File: src/rtl/rgb_pwm_seq.sv
// Three-channel RGB LED PWM driver with bias-settle power sequencing.
// Shadow duties are copied into the active compare registers only at period wrap while running.
module rgb_pwm_seq #(
  parameter int SETTLE_CYC = 64,
  parameter int DUTY_W     = 8
) (
  input  logic              clk,
  input  logic              rst_n,
  input  logic              enable,
  input  logic              wr_en,
  input  logic [1:0]        wr_addr,
  input  logic [DUTY_W-1:0] wr_data,
  output logic [2:0]        rgb_pwm,
  output logic              rgbled_en,
  output logic [1:0]        state,
  output logic              period_done
);
  localparam int SETTLE_W = 16;
  localparam logic [SETTLE_W-1:0] SETTLE_LOAD = SETTLE_W'(SETTLE_CYC - 1);
  localparam logic [DUTY_W-1:0]   CNT_MAX     = '1;

  typedef enum logic [1:0] {
    S_OFF     = 2'd0,
    S_BIAS_ON = 2'd1,
    S_RUN     = 2'd2,
    S_DRAIN   = 2'd3
  } state_t;

  state_t              state_reg, state_next;
  logic [SETTLE_W-1:0] settle_reg, settle_next;
  logic [DUTY_W-1:0]   presc_reg, presc_next;
  logic [DUTY_W-1:0]   presc_cnt_reg, presc_cnt_next;
  logic [DUTY_W-1:0]   cnt_reg, cnt_next;
  logic [2:0]          rgb_pwm_reg;
  logic                rgbled_en_reg;
  logic                period_done_reg;
  logic                tick, wrap, restart, load_act, presc_wr;
  logic [2:0]          cmp;

  assign presc_wr = wr_en && (wr_addr == 2'd3);
  assign tick     = (state_reg == S_RUN) && (presc_cnt_reg == presc_reg);
  assign wrap     = tick && (cnt_reg == CNT_MAX);
  assign restart  = (state_next == S_RUN) && (state_reg != S_RUN);
  // While idle the active copies track the shadows; while running they change only at wrap.
  assign load_act = (state_reg == S_OFF) || (state_reg == S_BIAS_ON) || wrap;

  always_comb begin
    state_next  = state_reg;
    settle_next = settle_reg;
    case (state_reg)
      S_OFF: begin
        if (enable) begin
          state_next  = S_BIAS_ON;
          settle_next = SETTLE_LOAD;
        end
      end
      S_BIAS_ON: begin
        if (!enable)                 state_next  = S_OFF;
        else if (settle_reg == '0)   state_next  = S_RUN;
        else                         settle_next = settle_reg - 1'b1;
      end
      S_RUN: begin
        if (!enable) begin
          state_next  = S_DRAIN;
          settle_next = SETTLE_LOAD;
        end
      end
      S_DRAIN: begin
        if (enable)                  state_next  = S_RUN;
        else if (settle_reg == '0)   state_next  = S_OFF;
        else                         settle_next = settle_reg - 1'b1;
      end
      default: state_next = S_OFF;
    endcase
  end

  always_comb begin
    cnt_next       = cnt_reg;
    presc_cnt_next = presc_cnt_reg;
    presc_next     = presc_write_value();
    if (restart) begin
      cnt_next       = '0;
      presc_cnt_next = '0;
    end else begin
      if (tick) begin
        cnt_next       = cnt_reg + 1'b1;
        presc_cnt_next = '0;
      end else if (state_reg == S_RUN) begin
        presc_cnt_next = presc_cnt_reg + 1'b1;
      end
      if (presc_wr) presc_cnt_next = '0;
    end
  end

  function automatic logic [DUTY_W-1:0] presc_write_value();
    return presc_wr ? wr_data : presc_reg;
  endfunction

  genvar gi;
  generate
    for (gi = 0; gi < 3; gi++) begin : g_chan
      logic [DUTY_W-1:0] shadow_reg, shadow_next, active_reg;

      always_comb begin
        shadow_next = shadow_reg;
        if (wr_en && (wr_addr == 2'(gi))) shadow_next = wr_data;
      end

      // Loading from shadow_next lets a write on the wrap cycle land in that same load.
      always_ff @(posedge clk or negedge rst_n) begin
        if (!rst_n) begin
          shadow_reg <= '0;
          active_reg <= '0;
        end else begin
          shadow_reg <= shadow_next;
          if (load_act) active_reg <= shadow_next;
        end
      end

      assign cmp[gi] = (cnt_reg < active_reg);
    end
  endgenerate

  always_ff @(posedge clk or negedge rst_n) begin
    if (!rst_n) begin
      state_reg       <= S_OFF;
      settle_reg      <= '0;
      presc_reg       <= '0;
      presc_cnt_reg   <= '0;
      cnt_reg         <= '0;
      rgb_pwm_reg     <= '0;
      rgbled_en_reg   <= 1'b0;
      period_done_reg <= 1'b0;
    end else begin
      state_reg       <= state_next;
      settle_reg      <= settle_next;
      presc_reg       <= presc_next;
      presc_cnt_reg   <= presc_cnt_next;
      cnt_reg         <= cnt_next;
      // Gate on both current and next state so the pads go dark on the edge RUN is left.
      rgb_pwm_reg     <= ((state_reg == S_RUN) && (state_next == S_RUN)) ? cmp : 3'b000;
      rgbled_en_reg   <= (state_next != S_OFF);
      period_done_reg <= wrap;
    end
  end

  assign rgb_pwm     = rgb_pwm_reg;
  assign rgbled_en   = rgbled_en_reg;
  assign state       = state_reg;
  assign period_done = period_done_reg;

endmodule

File: config.mk
export PLATFORM = sky130hd
export DESIGN_NAME = rgb_pwm_seq
export DESIGN_NICKNAME = d
export VERILOG_FILES = /design/src/rtl/rgb_pwm_seq.sv
export SDC_FILE = /design/constraint.sdc
export NUM_CORES = 1
export LEC_CHECK = 0
export BUFFER_PORTS_ARGS = -buffer_cell sky130_fd_sc_hd__buf_4
export CORE_UTILIZATION = 45
export CTS_CLUSTER_DIAMETER = 40
export DETAILED_ROUTE_END_ITERATION = 8
export GPL_TIMING_DRIVEN = 0
export PLACE_DENSITY_LB_ADDON = 0.2
export SLEW_MARGIN = 30
export SYNTH_ARGS = -nofsm -noshare
export SYNTH_HDL_FRONTEND = slang
export SYNTH_SLANG_ARGS = --single-unit
File: constraint.sdc
create_clock -name clk -period 2.4 [get_ports clk]
set_clock_uncertainty 0.1 [all_clocks]
set_input_delay 0.48 -clock clk [delete_from_list [all_inputs] [get_ports clk]]
set_output_delay 0.48 -clock clk [all_outputs]
set_load 0.02 [all_outputs]
==> results.sh, run 1 <==
export IMPL_cpPeakStageDelay_ps=520
export IMPL_layout_min_cycle_time_ps=2400
export IMPL_arrival_ps=2610
export IMPL_root_buffer="clkbuf_8"
export IMPL_ys_flop_type="dfrtp_1"
export IMPL_io_buffers=20
export IMPL_yosys_area_top_type="dfrtp_1"
export IMPL_rows=36
export IMPL_maxSlewViolCount=0
export IMPL_power_density_nw_per_um2=687
export IMPL_ant_nets=0
export IMPL_synth_top_area_share_pct=51.0
export IMPL_cp_start_kind="register"
export IMPL_synthDistinctLibCells=47
export IMPL_via_count=3150
export IMPL_cts_made_buffers=9
export IMPL_hold_viol=0
export IMPL_coreArea_um2=9910
export IMPL_relSlewSlack_pct=43.5
export IMPL_finalSetupTns_ps=-1.96
export IMPL_io_pins=21
export IMPL_holdCritPathClass="in -> async"
export IMPL_final_area_um2=5420
export IMPL_leakage_nw=2.46
export IMPL_syn_area_per_cell_um2=12.1
export IMPL_path_clk_slew_ps=90
export IMPL_cts_sinks=95
export IMPL_holdWs_ps=107
export IMPL_firstDrtPassIters=4
export IMPL_antenna_cells=0
export IMPL_drt_iter0_drc=127
export IMPL_yosys_top_cells_area="dfrtp_1, mux2_2, ha_1"
export IMPL_track_usage_pct=19.6
export IMPL_wl_per_cell_um=17.5
export IMPL_violations="setup timing"
export IMPL_path_max_fanout=8
export IMPL_worstMarginPinSlew_ps=848
export IMPL_outcome="finished with violations"
export IMPL_dp_hpwl_um=6370
export IMPL_cp_depth=8
export IMPL_syn_instance_count=384
export IMPL_die_w_um=104
export IMPL_start_util_pct=47.0
export IMPL_intPower_mw=2.72
export IMPL_syn_nets=422
export IMPL_dieArea_um2=10800
export IMPL_required_ps=2610
export IMPL_maxCapViolCount=0
export IMPL_via_per_inst=5.58
export IMPL_cts_path_max_buffers=2
export IMPL_path_cells="inv_1, ha_2, or4b_4, or4_4, o2111ai_4, buf_4, o221ai_2, nand2_1"
export IMPL_power_mw=3.72
export IMPL_routed_wl_um=9860
export IMPL_cts_tree="built"
export IMPL_grt_max_degree=96
export IMPL_ys_seq_elements=95
export IMPL_gp_congestion=0.798
export IMPL_holdBufCountCts=0
export IMPL_clockPowerShare_pct=29.8
export IMPL_die_y_um=104
export IMPL_max_freq_mhz=416
export IMPL_placedInstanceArea_um2=4980
export IMPL_instances_no_fill=565
export IMPL_worst_slack_ps=-1.96
export IMPL_post_route_drc_count=0
export IMPL_p_switching_mw=1.00
export IMPL_finalSetupViolations=1
export IMPL_antenna_found_initial=0
export IMPL_drive_gt1_share_pct=30.1
export IMPL_p_comb_share_pct=18.4
export IMPL_insertion_delay_ps=360
export IMPL_nets=465
export IMPL_synth_area_um2=4660
export IMPL_ys_seq_area_share_pct=51.0
export IMPL_synth_edf_count=0
export IMPL_worstSetupPathType="reg -> reg"
export IMPL_dp_cells=537
export IMPL_fill_cells=887
export IMPL_pwr_share_seq_pct=51.8
export IMPL_rsz0062_at_grt="true"
export IMPL_synthArstFlopShare_pct=100
export IMPL_period_share_pct=100
export IMPL_yosys_warnings=0
export IMPL_cpMaxStageDelayCell="or4_4"
export IMPL_grt_pass1_wl_um=16400
export IMPL_critPathBufInv=2
export IMPL_ff2ff_path_depth=8
export IMPL_swShare_pct=27.0
export IMPL_syn2layout_area_growth_pct=16.2
export IMPL_cp_end_kind="register"
export IMPL_ir_drop_v=0.000319
export IMPL_grt_overflow=0
export IMPL_htree_levels=3
export IMPL_grt_pass1_vias=3183
export IMPL_cpLargestDelayFamily="simple AND/OR/NAND/NOR gates"
cell type report:
type | count | area (um2) | share of cell area, %
clock inverter | 3 | 40.0 | 0.739
sequential | 95 | 2380 | 43.9
buffer | 6 | 50.0 | 0.924
multi-input combinational | 254 | 2220 | 41.1
tap | 133 | 166 | 3.07
timing repair buffer | 34 | 289 | 5.33
clock buffer | 13 | 169 | 3.12
inverter | 27 | 101 | 1.87
worst paths after layout:
kind | start | end | slack [ps]
worst max-delay path | settle_reg[0]$_DFFE_PN0P_ | settle_reg[15]$_DFFE_PN0P_ | -2
worst min-delay path | rst_n | presc_cnt_reg[1]$_DFFE_PN0P_ | 110
worst max register to register | settle_reg[0]$_DFFE_PN0P_ | settle_reg[15]$_DFFE_PN0P_ | -2
worst min register to register | g_chan[0].shadow_reg[2]$_DFF_PN0_ | g_chan[0].shadow_reg[2]$_DFF_PN0_ | 400
max in group asynchronous | rst_n | state[1]$_DFF_PN0_ | 1520
min in group clk | enable | rgbled_en$_DFF_PN0_ | 270
power by group through the flow:
stage	combinational [mW]	clock, mW	sequential [mW]
after global placement	0.628	0	1.95
after global routing	0.763	1.21	1.96
final	0.686	1.11	1.93
after floorplan	0.462	0	1.94
after detailed placement	0.653	0	1.96
after CTS	0.687	1.14	1.93
repair_timing:
item | in CTS | in global routing
gates resized for setup | 18 | 7
pin swaps | 5 | 9
gates cloned | 0 | 1
setup endpoints to repair | 45 | 45
buffers inserted | 9 | 4
kinds of logic (layout without fill, tap and decap cells):
kind of cell	Yosys count	after routing	synth area share, %
flops	95	95	51.0
simple gates	90	90	11.6
buf+inv	35	83	2.98
mux	59	59	14.2
compound gates	53	53	8.56
fa+ha+maj	24	24	6.44
xor+xnor	28	28	5.26
metrics by stage:
step	setup slack (ps)	utilization, %
after floorplan	4.46	-
after global placement	-347	50.3
after global routing	-109	54.7
after CTS	-39.3	53.9
final	-1.96	54.7
after detailed placement	-418	50.3
cells in the mapped netlist, types with 4 or more instances:
cell and number:
nand2_1 9, dfrtp_1 95, a21o_1 10, clkbuf_1 4
xnor2_1 7, a211oi_1 6, nor2_1 27, a21oi_1 8
o31ai_1 4, mux2_2 57, nor4_1 5, inv_1 27
nand2b_1 4, xor2_1 21, o21ai_0 5, o2111ai_1 5
nand4_1 5, o211ai_1 4, or4_1 8, nand3_1 7
ha_1 24
layout by cell type (no fill, tap or decap), types with 2 or more instances in the layout:
cell type	netlist	final
o2111ai_1	5	5
a21oi_1	8	7
nand2b_1	4	4
nand4_1	5	5
a21o_1	10	10
and4b_1	2	2
nor4_1	5	4
dfrtp_1	95	94
and3_1	2	2
nor4_4	1	4
nand3b_1	3	3
nor2_1	27	27
xnor2_1	7	7
inv_1	27	27
o21ai_0	5	5
xor2_1	21	21
or3_1	3	3
or4_4	0	2
mux2i_1	2	2
clkbuf_1	4	3
nor2b_1	2	2
o31ai_1	4	4
mux2_2	57	57
or4_1	8	6
o21a_1	3	3
nand3_1	7	6
buf_8	0	2
nand2_1	9	9
o211ai_1	4	4
clkbuf_8	0	12
clkinv_2	0	2
a211oi_1	6	6
buf_4	1	31
ha_1	24	23
routing by layer:
metal,vias up,GRT usage [%],wire length (um)
met5,-,0,0
met4,0,6.94,132
met3,11,3.90,315
met2,64,31.3,4830
met1,1604,26.6,4580
li1,1471,-,-
(Power assumes the default switching activity.)
==> inputs of run 2 (changes only) <==
clock period = 2.8 ns   (was 2.4 ns; I/O delays follow)
==> run 2 against run 1 <==
Effect of this change:
- the flow now finishes without violations
- fmax decreased by 8.5%
- sequential share of layout area is 2.0 points higher
- sequential power down 15%
- register-to-register slack better by 180 ps
- core utilization is 2.4 points lower
- first-iteration DRC count fell by 0.79%
- design area is 4.4% lower
- clock power fell by 26%
- total power is 19% lower
- routed wire length down 7.8%
- largest power group unchanged
- count of clock-buffer cells in the layout down 1
- hold slack better by 51 ps
==> results.sh, run 2 (synthesis results as in run 1) <==
export IMPL_fill_cells=915
export IMPL_period_share_pct=93.8
export IMPL_drive_gt1_share_pct=25.5
export IMPL_drt_iter0_drc=126
export IMPL_leakage_nw=2.35
export IMPL_power_mw=3.03
export IMPL_finalSetupViolations=0
export IMPL_io_buffers=20
export IMPL_max_freq_mhz=381
export IMPL_required_ps=2950
export IMPL_dieArea_um2=10800
export IMPL_finalSetupTns_ps=0
export IMPL_syn2layout_area_growth_pct=11.1
export IMPL_clockPowerShare_pct=27.2
export IMPL_die_y_um=104
export IMPL_holdCritPathClass="in -> async"
export IMPL_gp_congestion=0.754
export IMPL_multi_input_area_um2=2170
export IMPL_p_switching_mw=0.832
export IMPL_cpMaxStageDelayCell="dfrtp_1"
export IMPL_swShare_pct=27.4
export IMPL_nets=453
export IMPL_worstMarginPinSlew_ps=849
export IMPL_via_per_inst=5.42
export IMPL_p_comb_share_pct=18.3
export IMPL_grt_pass1_wl_um=15400
export IMPL_via_count=2997
export IMPL_path_cells="nor2b_1, buf_2, and2_1, nand3_2, o21ai_4, buf_2, mux2_2"
export IMPL_coreArea_um2=9910
export IMPL_grt_max_degree=96
export IMPL_cpPeakStageDelay_ps=540
export IMPL_power_density_nw_per_um2=585
export IMPL_maxCapViolCount=0
export IMPL_r2r_start="state[1]$_DFF_PN0_"
export IMPL_io_pins=21
export IMPL_worst_slack_ps=175
export IMPL_dp_hpwl_um=6260
export IMPL_antenna_cells=0
export IMPL_die_w_um=104
export IMPL_cts_setup_buffers=0
export IMPL_cp_end_kind="register"
export IMPL_htree_levels=3
export IMPL_post_route_drc_count=0
export IMPL_path_max_fanout=10
export IMPL_routed_wl_um=9090
export IMPL_start_util_pct=47.0
export IMPL_rr_endpoint="g_chan[1].active_reg[3]$_DFFE_PN0P_"
export IMPL_final_seq_area_um2=2380
export IMPL_worstSetupPathType="reg -> reg"
export IMPL_crit_top_cell="buf_2"
export IMPL_intPower_mw=2.20
export IMPL_layout_min_cycle_time_ps=2630
export IMPL_cts_made_buffers=9
export IMPL_antenna_found_initial=0
export IMPL_arrival_ps=2780
export IMPL_ir_drop_v=0.000232
export IMPL_final_cell_mix="dfrtp_1, mux2_2, inv_1, nor2_1, ha_1"
export IMPL_rsz0062_at_grt="false"
export IMPL_root_buffer="clkbuf_8"
export IMPL_grt_pass1_vias=3063
export IMPL_rows=36
export IMPL_grt_overflow=0
export IMPL_ant_nets=0
export IMPL_insertion_delay_ps=370
export IMPL_cts_path_max_buffers=2
export IMPL_track_usage_pct=18.4
export IMPL_holdWs_ps=158
export IMPL_layout_commonest_cell="dfrtp_1"
export IMPL_path_clk_slew_ps=90
export IMPL_cts_sinks=95
export IMPL_dp_slack_ps=30.6
export IMPL_firstDrtPassIters=4
export IMPL_hold_viol=0
export IMPL_pwr_share_seq_pct=54.5
export IMPL_outcome="finished, final reports clean"
export IMPL_cts_tree="built"
export IMPL_cp_start_kind="register"
export IMPL_relSlewSlack_pct=43.4
export IMPL_wl_per_cell_um=16.4
export IMPL_r2r_slack_ps=170
export IMPL_maxSlewViolCount=0
export IMPL_ff2ff_path_depth=7
run 2: cell count changes in the layout (fill, tap and decap cells not counted), sizes merged:
cell,delta
clkbuf,-1
bufinv,-1
clkinv,+2
buf,-12
run 2: critical path: cells and delay by family, from the launching register on:
family	cells	cell delay [ps]
compound gates	1	350
buf+inv	2	520
flops	1	540
mux	1	370
simple gates	3	610
run 2: power by group through the flow:
| stage | clock network [mW] | logic, mW | registers [mW] |
|---|---|---|---|
| 2_1_floorplan | 0 | 0.396 | 1.66 |
| 3_3_place_gp | 0 | 0.538 | 1.67 |
| 3_5_place_dp | 0 | 0.558 | 1.68 |
| 4_1_cts | 0.850 | 0.561 | 1.65 |
| 5_1_grt | 0.904 | 0.625 | 1.67 |
| 6_report | 0.824 | 0.556 | 1.65 |
run 2: worst max-delay path by stage:
stage	from	end	slack (ps)	cells past startpoint
after global routing	state[1]$_DFF_PN0_	g_chan[1].active_reg[3]$_DFFE_PN0P_	10	7
after CTS	presc_cnt_reg[1]$_DFFE_PN0P_	g_chan[0].active_reg[3]$_DFFE_PN0P_	9	6
after floorplan	settle_reg[0]$_DFFE_PN0P_	settle_reg[11]$_DFFE_PN0P_	390	8
after detailed placement	presc_cnt_reg[1]$_DFFE_PN0P_	g_chan[2].active_reg[0]$_DFFE_PN0P_	30	6
final	state[1]$_DFF_PN0_	g_chan[1].active_reg[3]$_DFFE_PN0P_	170	7
after global placement	presc_cnt_reg[1]$_DFFE_PN0P_	g_chan[0].active_reg[7]$_DFFE_PN0P_	30	6
run 2: routing by layer:
metal / GRT usage [%] / wire [um] / up-vias
li1: - / - / 1448
met1: 24.8 / 4490 / 1490
met2: 28.2 / 4120 / 38
met3: 3.08 / 213 / 21
met4: 10.4 / 279 / 0
met5: 0 / 0 / -
run 2: layout make-up:
class,instances,share of cell area (%)
Buffer,8,0.773
Clock buffer,12,2.99
Clock inverter,4,0.386
Inverter,27,1.96
Multi-Input combinational cell,254,41.8
Sequential cell,95,45.9
Tap cell,133,3.21
Timing Repair Buffer,20,2.97
run 2: what timing repair did:
action,in CTS,in global routing
gates resized for setup,0,4
hold buffers,0,0
endpoints found under the setup margin,0,22
run 2: stage by stage:
step	utilization, %	cells	cell area, um2
after global placement	50.2	537	4980
after detailed placement	50.3	537	4980
after CTS	52.0	553	5160
after floorplan	-	384	4660
final	52.3	553	5180
after global routing	52.3	553	5180
